<file path="src/rtl/atom_video_conditioner.sv">
// Conditions raw Atom video: measures sync timing, tracks lock, regenerates blanking windows.
// Optional sync polarity auto-detection is built when VIDEO_COND_SYNC_POL_EN is defined.
module atom_video_conditioner #(
    parameter int unsigned COLOR_DEPTH = 2,
    parameter int unsigned H_W         = 11,
    parameter int unsigned V_W         = 10,
    parameter int unsigned H_ACTIVE    = 512,
    parameter int unsigned V_ACTIVE    = 192
) (
    input  logic                   clk_video,
    input  logic                   reset,
    input  logic                   ce_pix,
    input  logic [COLOR_DEPTH-1:0] r_in,
    input  logic [COLOR_DEPTH-1:0] g_in,
    input  logic [COLOR_DEPTH-1:0] b_in,
    input  logic                   hsync_in,
    input  logic                   vsync_in,
    input  logic [H_W-1:0]         h_start,
    input  logic [V_W-1:0]         v_start,
    output logic [COLOR_DEPTH-1:0] r_out,
    output logic [COLOR_DEPTH-1:0] g_out,
    output logic [COLOR_DEPTH-1:0] b_out,
    output logic                   hsync_out,
    output logic                   vsync_out,
    output logic                   hblank_out,
    output logic                   vblank_out,
    output logic                   locked,
    output logic [H_W-1:0]         line_len,
    output logic [V_W-1:0]         frame_lines
);

    localparam int unsigned HE_W = H_W + 1;
    localparam int unsigned VE_W = V_W + 1;

    typedef enum logic [1:0] {ST_UNLOCKED, ST_ACQUIRE, ST_LOCKED} state_t;

    state_t                 state_q, state_d;
    logic [H_W-1:0]         hcnt_q, hcnt_d, line_len_q, line_len_d;
    logic [V_W-1:0]         vcnt_q, vcnt_d, frame_lines_q, frame_lines_d;
    logic                   hs_prev_q, hs_prev_d, vs_prev_q, vs_prev_d;
    logic                   h_mis_q, h_mis_d, line_err_q, line_err_d;
    logic [COLOR_DEPTH-1:0] r_q, r_d, g_q, g_d, b_q, b_d;
    logic                   hsync_q, hsync_d, vsync_q, vsync_d;
    logic                   hblank_q, hblank_d, vblank_q, vblank_d;

    logic                   hs_n, vs_n, pol_chg;
    logic                   hs_edge, vs_edge, line_mis, frame_mis, sat, h_act, v_act;
    logic [H_W-1:0]         hcnt_inc;
    logic [HE_W-1:0]        h_end;
    logic [VE_W-1:0]        v_end;

`ifdef VIDEO_COND_SYNC_POL_EN
    // Polarity detection: a sync that is high for more than half its period is inverted.
    logic           hs_pol_q, hs_pol_d, vs_pol_q, vs_pol_d;
    logic           hs_raw_q, hs_raw_d, vs_raw_q, vs_raw_d;
    logic [H_W-1:0] hs_hi_q, hs_hi_d, hs_per_q, hs_per_d;
    logic [V_W-1:0] vs_hi_q, vs_hi_d, vs_per_q, vs_per_d;

    assign hs_n    = hsync_in ^ hs_pol_q;
    assign vs_n    = vsync_in ^ vs_pol_q;
    assign pol_chg = ce_pix & ((hs_pol_d != hs_pol_q) | (vs_pol_d != vs_pol_q));

    always_comb begin
        hs_pol_d = hs_pol_q;
        vs_pol_d = vs_pol_q;
        hs_raw_d = hs_raw_q;
        vs_raw_d = vs_raw_q;
        hs_hi_d  = hs_hi_q;
        hs_per_d = hs_per_q;
        vs_hi_d  = vs_hi_q;
        vs_per_d = vs_per_q;
        if (ce_pix) begin
            hs_raw_d = hsync_in;
            vs_raw_d = vsync_in;
            if (hsync_in & ~hs_raw_q) begin
                hs_pol_d = hs_hi_q > (hs_per_q >> 1);
                hs_hi_d  = H_W'(1);
                hs_per_d = H_W'(1);
            end else begin
                if (!(&hs_per_q)) hs_per_d = hs_per_q + H_W'(1);
                if (hsync_in && !(&hs_hi_q)) hs_hi_d = hs_hi_q + H_W'(1);
            end
            if (vsync_in & ~vs_raw_q) begin
                vs_pol_d = vs_hi_q > (vs_per_q >> 1);
                vs_hi_d  = V_W'(hs_edge & vsync_in);
                vs_per_d = V_W'(hs_edge);
            end else if (hs_edge) begin
                if (!(&vs_per_q)) vs_per_d = vs_per_q + V_W'(1);
                if (vsync_in && !(&vs_hi_q)) vs_hi_d = vs_hi_q + V_W'(1);
            end
        end
    end

    always_ff @(posedge clk_video) begin
        if (reset) begin
            hs_pol_q <= 1'b0;
            vs_pol_q <= 1'b0;
            hs_raw_q <= 1'b0;
            vs_raw_q <= 1'b0;
            hs_hi_q  <= '0;
            hs_per_q <= '0;
            vs_hi_q  <= '0;
            vs_per_q <= '0;
        end else begin
            hs_pol_q <= hs_pol_d;
            vs_pol_q <= vs_pol_d;
            hs_raw_q <= hs_raw_d;
            vs_raw_q <= vs_raw_d;
            hs_hi_q  <= hs_hi_d;
            hs_per_q <= hs_per_d;
            vs_hi_q  <= vs_hi_d;
            vs_per_q <= vs_per_d;
        end
    end
`else
    assign hs_n    = hsync_in;
    assign vs_n    = vsync_in;
    assign pol_chg = 1'b0;
`endif

    assign hs_edge   = hs_n & ~hs_prev_q;
    assign vs_edge   = vs_n & ~vs_prev_q;
    assign hcnt_inc  = hcnt_q + H_W'(1);
    assign line_mis  = hs_edge & (hcnt_inc != line_len_q);
    assign sat       = ~hs_edge & (&hcnt_q);
    assign frame_mis = vs_edge & (vcnt_q != frame_lines_q);
    // Window ends carry one extra bit so a late start never wraps into the visible area.
    assign h_end     = {1'b0, h_start} + HE_W'(H_ACTIVE);
    assign v_end     = {1'b0, v_start} + VE_W'(V_ACTIVE);
    assign h_act     = (state_q == ST_LOCKED) & (hcnt_q >= h_start) & ({1'b0, hcnt_q} < h_end);
    assign v_act     = (vcnt_q >= v_start) & ({1'b0, vcnt_q} < v_end);

    always_comb begin
        state_d       = state_q;
        hcnt_d        = hcnt_q;
        vcnt_d        = vcnt_q;
        line_len_d    = line_len_q;
        frame_lines_d = frame_lines_q;
        hs_prev_d     = hs_prev_q;
        vs_prev_d     = vs_prev_q;
        h_mis_d       = h_mis_q;
        line_err_d    = line_err_q;
        r_d           = r_q;
        g_d           = g_q;
        b_d           = b_q;
        hsync_d       = hsync_q;
        vsync_d       = vsync_q;
        hblank_d      = hblank_q;
        vblank_d      = vblank_q;
        if (ce_pix) begin
            hs_prev_d = hs_n;
            vs_prev_d = vs_n;
            if (hs_edge) begin
                hcnt_d     = '0;
                line_len_d = hcnt_inc;
            end else if (!(&hcnt_q)) begin
                hcnt_d = hcnt_inc;
            end
            // Frame restart wins over a coincident line restart.
            if (vs_edge) begin
                vcnt_d        = '0;
                frame_lines_d = vcnt_q;
            end else if (hs_edge && !(&vcnt_q)) begin
                vcnt_d = vcnt_q + V_W'(1);
            end
            h_mis_d    = vs_edge ? 1'b0 : (h_mis_q | line_mis);
            line_err_d = vs_edge ? 1'b0 : (line_err_q | sat);
            case (state_q)
                ST_UNLOCKED: if (vs_edge) state_d = ST_ACQUIRE;
                ST_ACQUIRE:  if (vs_edge && !frame_mis && !(h_mis_q | line_mis) && !(line_err_q | sat))
                                 state_d = ST_LOCKED;
                ST_LOCKED:   if (line_mis || frame_mis || sat) state_d = ST_UNLOCKED;
                default:     state_d = ST_UNLOCKED;
            endcase
            if (pol_chg) state_d = ST_UNLOCKED;
            r_d      = (h_act & v_act) ? r_in : '0;
            g_d      = (h_act & v_act) ? g_in : '0;
            b_d      = (h_act & v_act) ? b_in : '0;
            hsync_d  = hs_n;
            vsync_d  = vs_n;
            hblank_d = ~h_act;
            vblank_d = ~(v_act & (state_q == ST_LOCKED));
        end
    end

    always_ff @(posedge clk_video) begin
        if (reset) begin
            state_q       <= ST_UNLOCKED;
            hcnt_q        <= '0;
            vcnt_q        <= '0;
            line_len_q    <= '0;
            frame_lines_q <= '0;
            hs_prev_q     <= 1'b0;
            vs_prev_q     <= 1'b0;
            h_mis_q       <= 1'b0;
            line_err_q    <= 1'b0;
            r_q           <= '0;
            g_q           <= '0;
            b_q           <= '0;
            hsync_q       <= 1'b0;
            vsync_q       <= 1'b0;
            hblank_q      <= 1'b1;
            vblank_q      <= 1'b1;
        end else begin
            state_q       <= state_d;
            hcnt_q        <= hcnt_d;
            vcnt_q        <= vcnt_d;
            line_len_q    <= line_len_d;
            frame_lines_q <= frame_lines_d;
            hs_prev_q     <= hs_prev_d;
            vs_prev_q     <= vs_prev_d;
            h_mis_q       <= h_mis_d;
            line_err_q    <= line_err_d;
            r_q           <= r_d;
            g_q           <= g_d;
            b_q           <= b_d;
            hsync_q       <= hsync_d;
            vsync_q       <= vsync_d;
            hblank_q      <= hblank_d;
            vblank_q      <= vblank_d;
        end
    end

    assign r_out       = r_q;
    assign g_out       = g_q;
    assign b_out       = b_q;
    assign hsync_out   = hsync_q;
    assign vsync_out   = vsync_q;
    assign hblank_out  = hblank_q;
    assign vblank_out  = vblank_q;
    assign locked      = (state_q == ST_LOCKED);
    assign line_len    = line_len_q;
    assign frame_lines = frame_lines_q;

endmodule

</file>
<file path="config.mk">
export PLATFORM = sky130hd
export DESIGN_NAME = atom_video_conditioner
export DESIGN_NICKNAME = d
export VERILOG_FILES = /design/src/rtl/atom_video_conditioner.sv
export SDC_FILE = /design/constraint.sdc
export NUM_CORES = 1
export LEC_CHECK = 0
export CORE_MARGIN = 4
export CORE_UTILIZATION = 45
export CTS_CLUSTER_SIZE = 12
export DETAILED_ROUTE_END_ITERATION = 10
export PLACE_DENSITY = 0.71
export SLEW_MARGIN = 20
export SYNTH_ARGS = -nofsm -noshare
export SYNTH_HDL_FRONTEND = slang
export SYNTH_SLANG_ARGS = --single-unit
export TNS_END_PERCENT = 30
</file>
<file path="constraint.sdc">
create_clock -name clk_video -period 2.6 [get_ports clk_video]
set_clock_uncertainty 0.15 [all_clocks]
set_input_delay 0.52 -clock clk_video [delete_from_list [all_inputs] [get_ports clk_video]]
set_output_delay 0.52 -clock clk_video [all_outputs]
set_load 0.1 [all_outputs]
</file>
==> impl_results.md <==
* Register area share after synthesis at a little under a third
* Row cnt at 32
* CTS root buf: clkbuf_8
* Vias at ~3.5k
* Clock network latency to the later pin of the worst-skew pair at between 0.3 and 0.4 ns
* Final nets at 612
* Fin crit share at roughly 97%
* Cell taking the most area after synthesis: dfxtp_1
* Share of layout cells above drive strength 1 at between 20% and 30%
* DRT antenna net count at 0
* Die area at around 0.0095 mm^2
* Max Cap Violations at 0
* Main synth FF type: dfxtp_1
* Slew headroom at between 70% and 80%
* DP Wirelength at ~7400 um
* Placed cell count at around 640
* Final wirelength at roughly 9600 um
* CTS tree: done
* Io pins at 64
* Post-Synth Simple-Gate Area at between 20% and 30%
* Max Clock Freq at roughly 400 MHz
* Overflow after GRT at 0
* Synth Area in Compound Gates at 20.0%
* Post-Synth Adder-Cell Area at a little over a tenth
* Hold Vio Cnt, Final at 0
* Slew @ Worst Pin at ~0.42 ns
* Most instantiated library cell after synthesis: dfxtp_1
* Routability cong. at 0.929
* Distinct cells, synth at between 50 and 60
* Design Power at ~1.8 mW
* Worst vdd ir at roughly 0.34 mV
* Final hold slack at around 0.32 ns
* PwrDens at 371 mW/mm^2
* Routed len/inst at approximately 15 um
* Placed Area at between 0.004 and 0.005 mm^2
* Die height at 97.2 um
* Cts bufs inserted at 5
* CP Data Arrival Time at between 2 and 3 ns
* Syn avg cell area at ~7.9 um^2
* Initial antenna violation count at 0
* Critical path type: reg2reg
* Post-synthesis mux area share at 0.559%
* Pre-antenna DRT Iters at 4
* Post-Synth XOR/XNOR Area at between 8 and 9%
* H-tree depth at 2
* Number of global-route vias before repair at between 3k and 4k
* Worst setup SP type: register
* Number of synthesized register bits at 56
* Reg2reg path depth at 8
* Gr usage total at 20.3%
* WP data required at between 2 and 3 ns
* Reg2Reg Launch Point: hcnt_q[0]
* Buffers on Ports at between 60 and 70
* Syn nets at a little over 500
* First-pass GRT wire length at approximately 16,000 um
* Crit Path Max Fanout at 5
* Design area at 0.00482 mm^2
* Yosys top cell area share at between 30% and 40%
* Async set-reset flop share out of synthesis at 0%
* Worst hold path depth at 2
* Leakage Power at between 2 and 2.5 nW
* Worst Hold Endpoint: r_out[1]
* FF-to-FF End: state_q[1]
* Setup crit end kind: register
* Clk slew on worst S/H paths at ~0.1 ns
* Crit path time final at 2.52 ns
* Hold path start: r_out[1]
* Largest net degree at the start of global routing at 27
* Setup_tns at 0 ns
* Core Box Area at roughly 0.0077 mm^2
* Max Transition Viols Final at 0
* Ys Warns at 0
* Top cells by count, synth: 56 x dfxtp_1, 49 x nand2_1, 42 x nor2_1, 41 x a21oi_1, 37 x inv_1
* Area growth syn-to-layout at 34.5%
* Status: finished, final reports clean
* Non-Filler Instances at 652
* Largest family of logic cells by synthesized area: simple AND/OR/NAND/NOR gates
* Worst-case clock buffer depth at 2
* EDFF count, synth at 0
* Starting Density at around 46%
* Die Wd at between 90 and 100 um
* Largest cells by area after synthesis: dfxtp_1 31%, ha_1 11%, a21oi_1 5.7%
* Post-Syn Area at 0.00358 mm^2
* Clk sinks at 56
* Worst hold path class: reg2reg
* DRC viols at 0
* Ant diodes at 0
* Setup violations, final at 0
* 1st-iter DRT viols at about 140
* FF-to-FF setup slack at 0.08 ns
* Routed vias/inst at 5.37
* Syn Inst Count at ~450
## report_power, final
group,switching (mW),internal (mW)
Clock,0.287,0.217
Sequential,0.0202,0.875
Combinational,0.230,0.158
## timing repair
item                                    in CTS  in global routing
gates resized for setup                      9                 35
hold buffers                                 0                  0
endpoints found under the setup margin       9                 10
setup buffers                                0                  1
pin swaps                                    6                 10
## logic make-up after synthesis
group,after synthesis
compound gates,111
xor+xnor,35
fa+ha+maj,31
buf+inv,58
flops,56
mux,2
simple gates,161
## routing by layer
metal | GRT usage, % | vias to the layer above | share of wire [%] | wire length, um
li1 | - | 1769 | - | -
met1 | 23.2 | 1651 | 41 | 3950
met2 | 38.1 | 69 | 54 | 5140
met3 | 4.45 | 13 | 3.7 | 352
met4 | 5.11 | 0 | 1.3 | 123
met5 | 0 | - | 0 | 0
## sequential cells by signal (all words and copies together), names as in the netlist
name	flops
b_out	2
frame_lines	10
g_out	2
h_mis_q	1
hblank_out	1
hcnt_q	11
hsync_out	1
line_err_q	1
line_len	11
r_out	2
state_q	2
vblank_out	1
vcnt_q	10
vsync_out	1
## critical path: stages (launching register included)
cell	delay [ns]
dfxtp_2	0.35
ha_4	0.18
xnor2_2	0.21
xor2_1	0.18
o221ai_1	0.14
a2111o_1	0.36
a2111o_1	0.33
o31a_1	0.34
o32ai_2	0.21
## cell type report
cell class / instances / area (um^2)
clock inverters: 1 / 7.51
repair buffers: 109 / 908
well taps: 102 / 128
flip-flops and latches: 56 / 1130
fillers: 701 / 2910
clock buffers: 7 / 86.3
multi-input cells: 340 / 2420
inverters: 37 / 139
## worst max path at each step
stage / startpoint / end / slack [ns] / depth (start not counted)
2_1_floorplan: line_len[9] / state_q[1] / -0.25 / 7
3_3_place_gp: v_start[6] / vblank_out / -0.45 / 10
3_5_place_dp: v_start[6] / b_out[0] / -0.58 / 10
4_1_cts: v_start[6] / vblank_out / 0.007 / 10
5_1_grt: hcnt_q[0] / g_out[1] / -0.03 / 10
6_report: hcnt_q[0] / state_q[1] / 0.08 / 8
## cells in the final DEF (no fill, tap or decap), types with 2 or more instances in the layout
| master | netlist | layout |
|---|---|---|
| mux2i_1 | 2 | 2 |
| nand4_1 | 8 | 8 |
| clkdlybuf4s50_1 | 0 | 26 |
| a21o_1 | 4 | 4 |
| or2_2 | 3 | 3 |
| or3_1 | 2 | 2 |
| o31a_1 | 2 | 2 |
| a211oi_2 | 0 | 2 |
| nor4_1 | 2 | 2 |
| dfxtp_2 | 0 | 7 |
| nor3_4 | 1 | 3 |
| nand3_1 | 12 | 11 |
| inv_1 | 37 | 35 |
| a2111o_1 | 3 | 3 |
| o31ai_1 | 6 | 5 |
| nand3b_1 | 4 | 4 |
| nand2b_1 | 7 | 7 |
| nand3_4 | 1 | 2 |
| inv_2 | 0 | 2 |
| and2_1 | 5 | 5 |
| nor2b_1 | 5 | 5 |
| o21ai_0 | 22 | 19 |
| clkbuf_8 | 0 | 6 |
| ha_1 | 31 | 25 |
| o21ai_2 | 0 | 2 |
| buf_4 | 0 | 78 |
| dfxtp_1 | 56 | 49 |
| nor3_1 | 10 | 9 |
| xnor2_1 | 21 | 20 |
| ha_4 | 0 | 6 |
| o32ai_1 | 2 | 2 |
| dlymetal6s2s_1 | 0 | 5 |
| a211oi_1 | 13 | 11 |
| a21oi_2 | 0 | 2 |
| nand2_1 | 49 | 48 |
| nor2_1 | 42 | 40 |
| nor2_2 | 0 | 2 |
| o21a_1 | 4 | 4 |
| a21oi_1 | 41 | 39 |
| xor2_1 | 14 | 13 |
## metrics by stage
step	util (%)	worst slack, ns
2_1_floorplan	-	-0.248
3_3_place_gp	58.5	-0.450
3_5_place_dp	58.5	-0.580
4_1_cts	60.1	0.00729
5_1_grt	62.4	-0.0320
6_report	62.4	0.0801
Note: power is estimated with default switching activity, not from simulation.
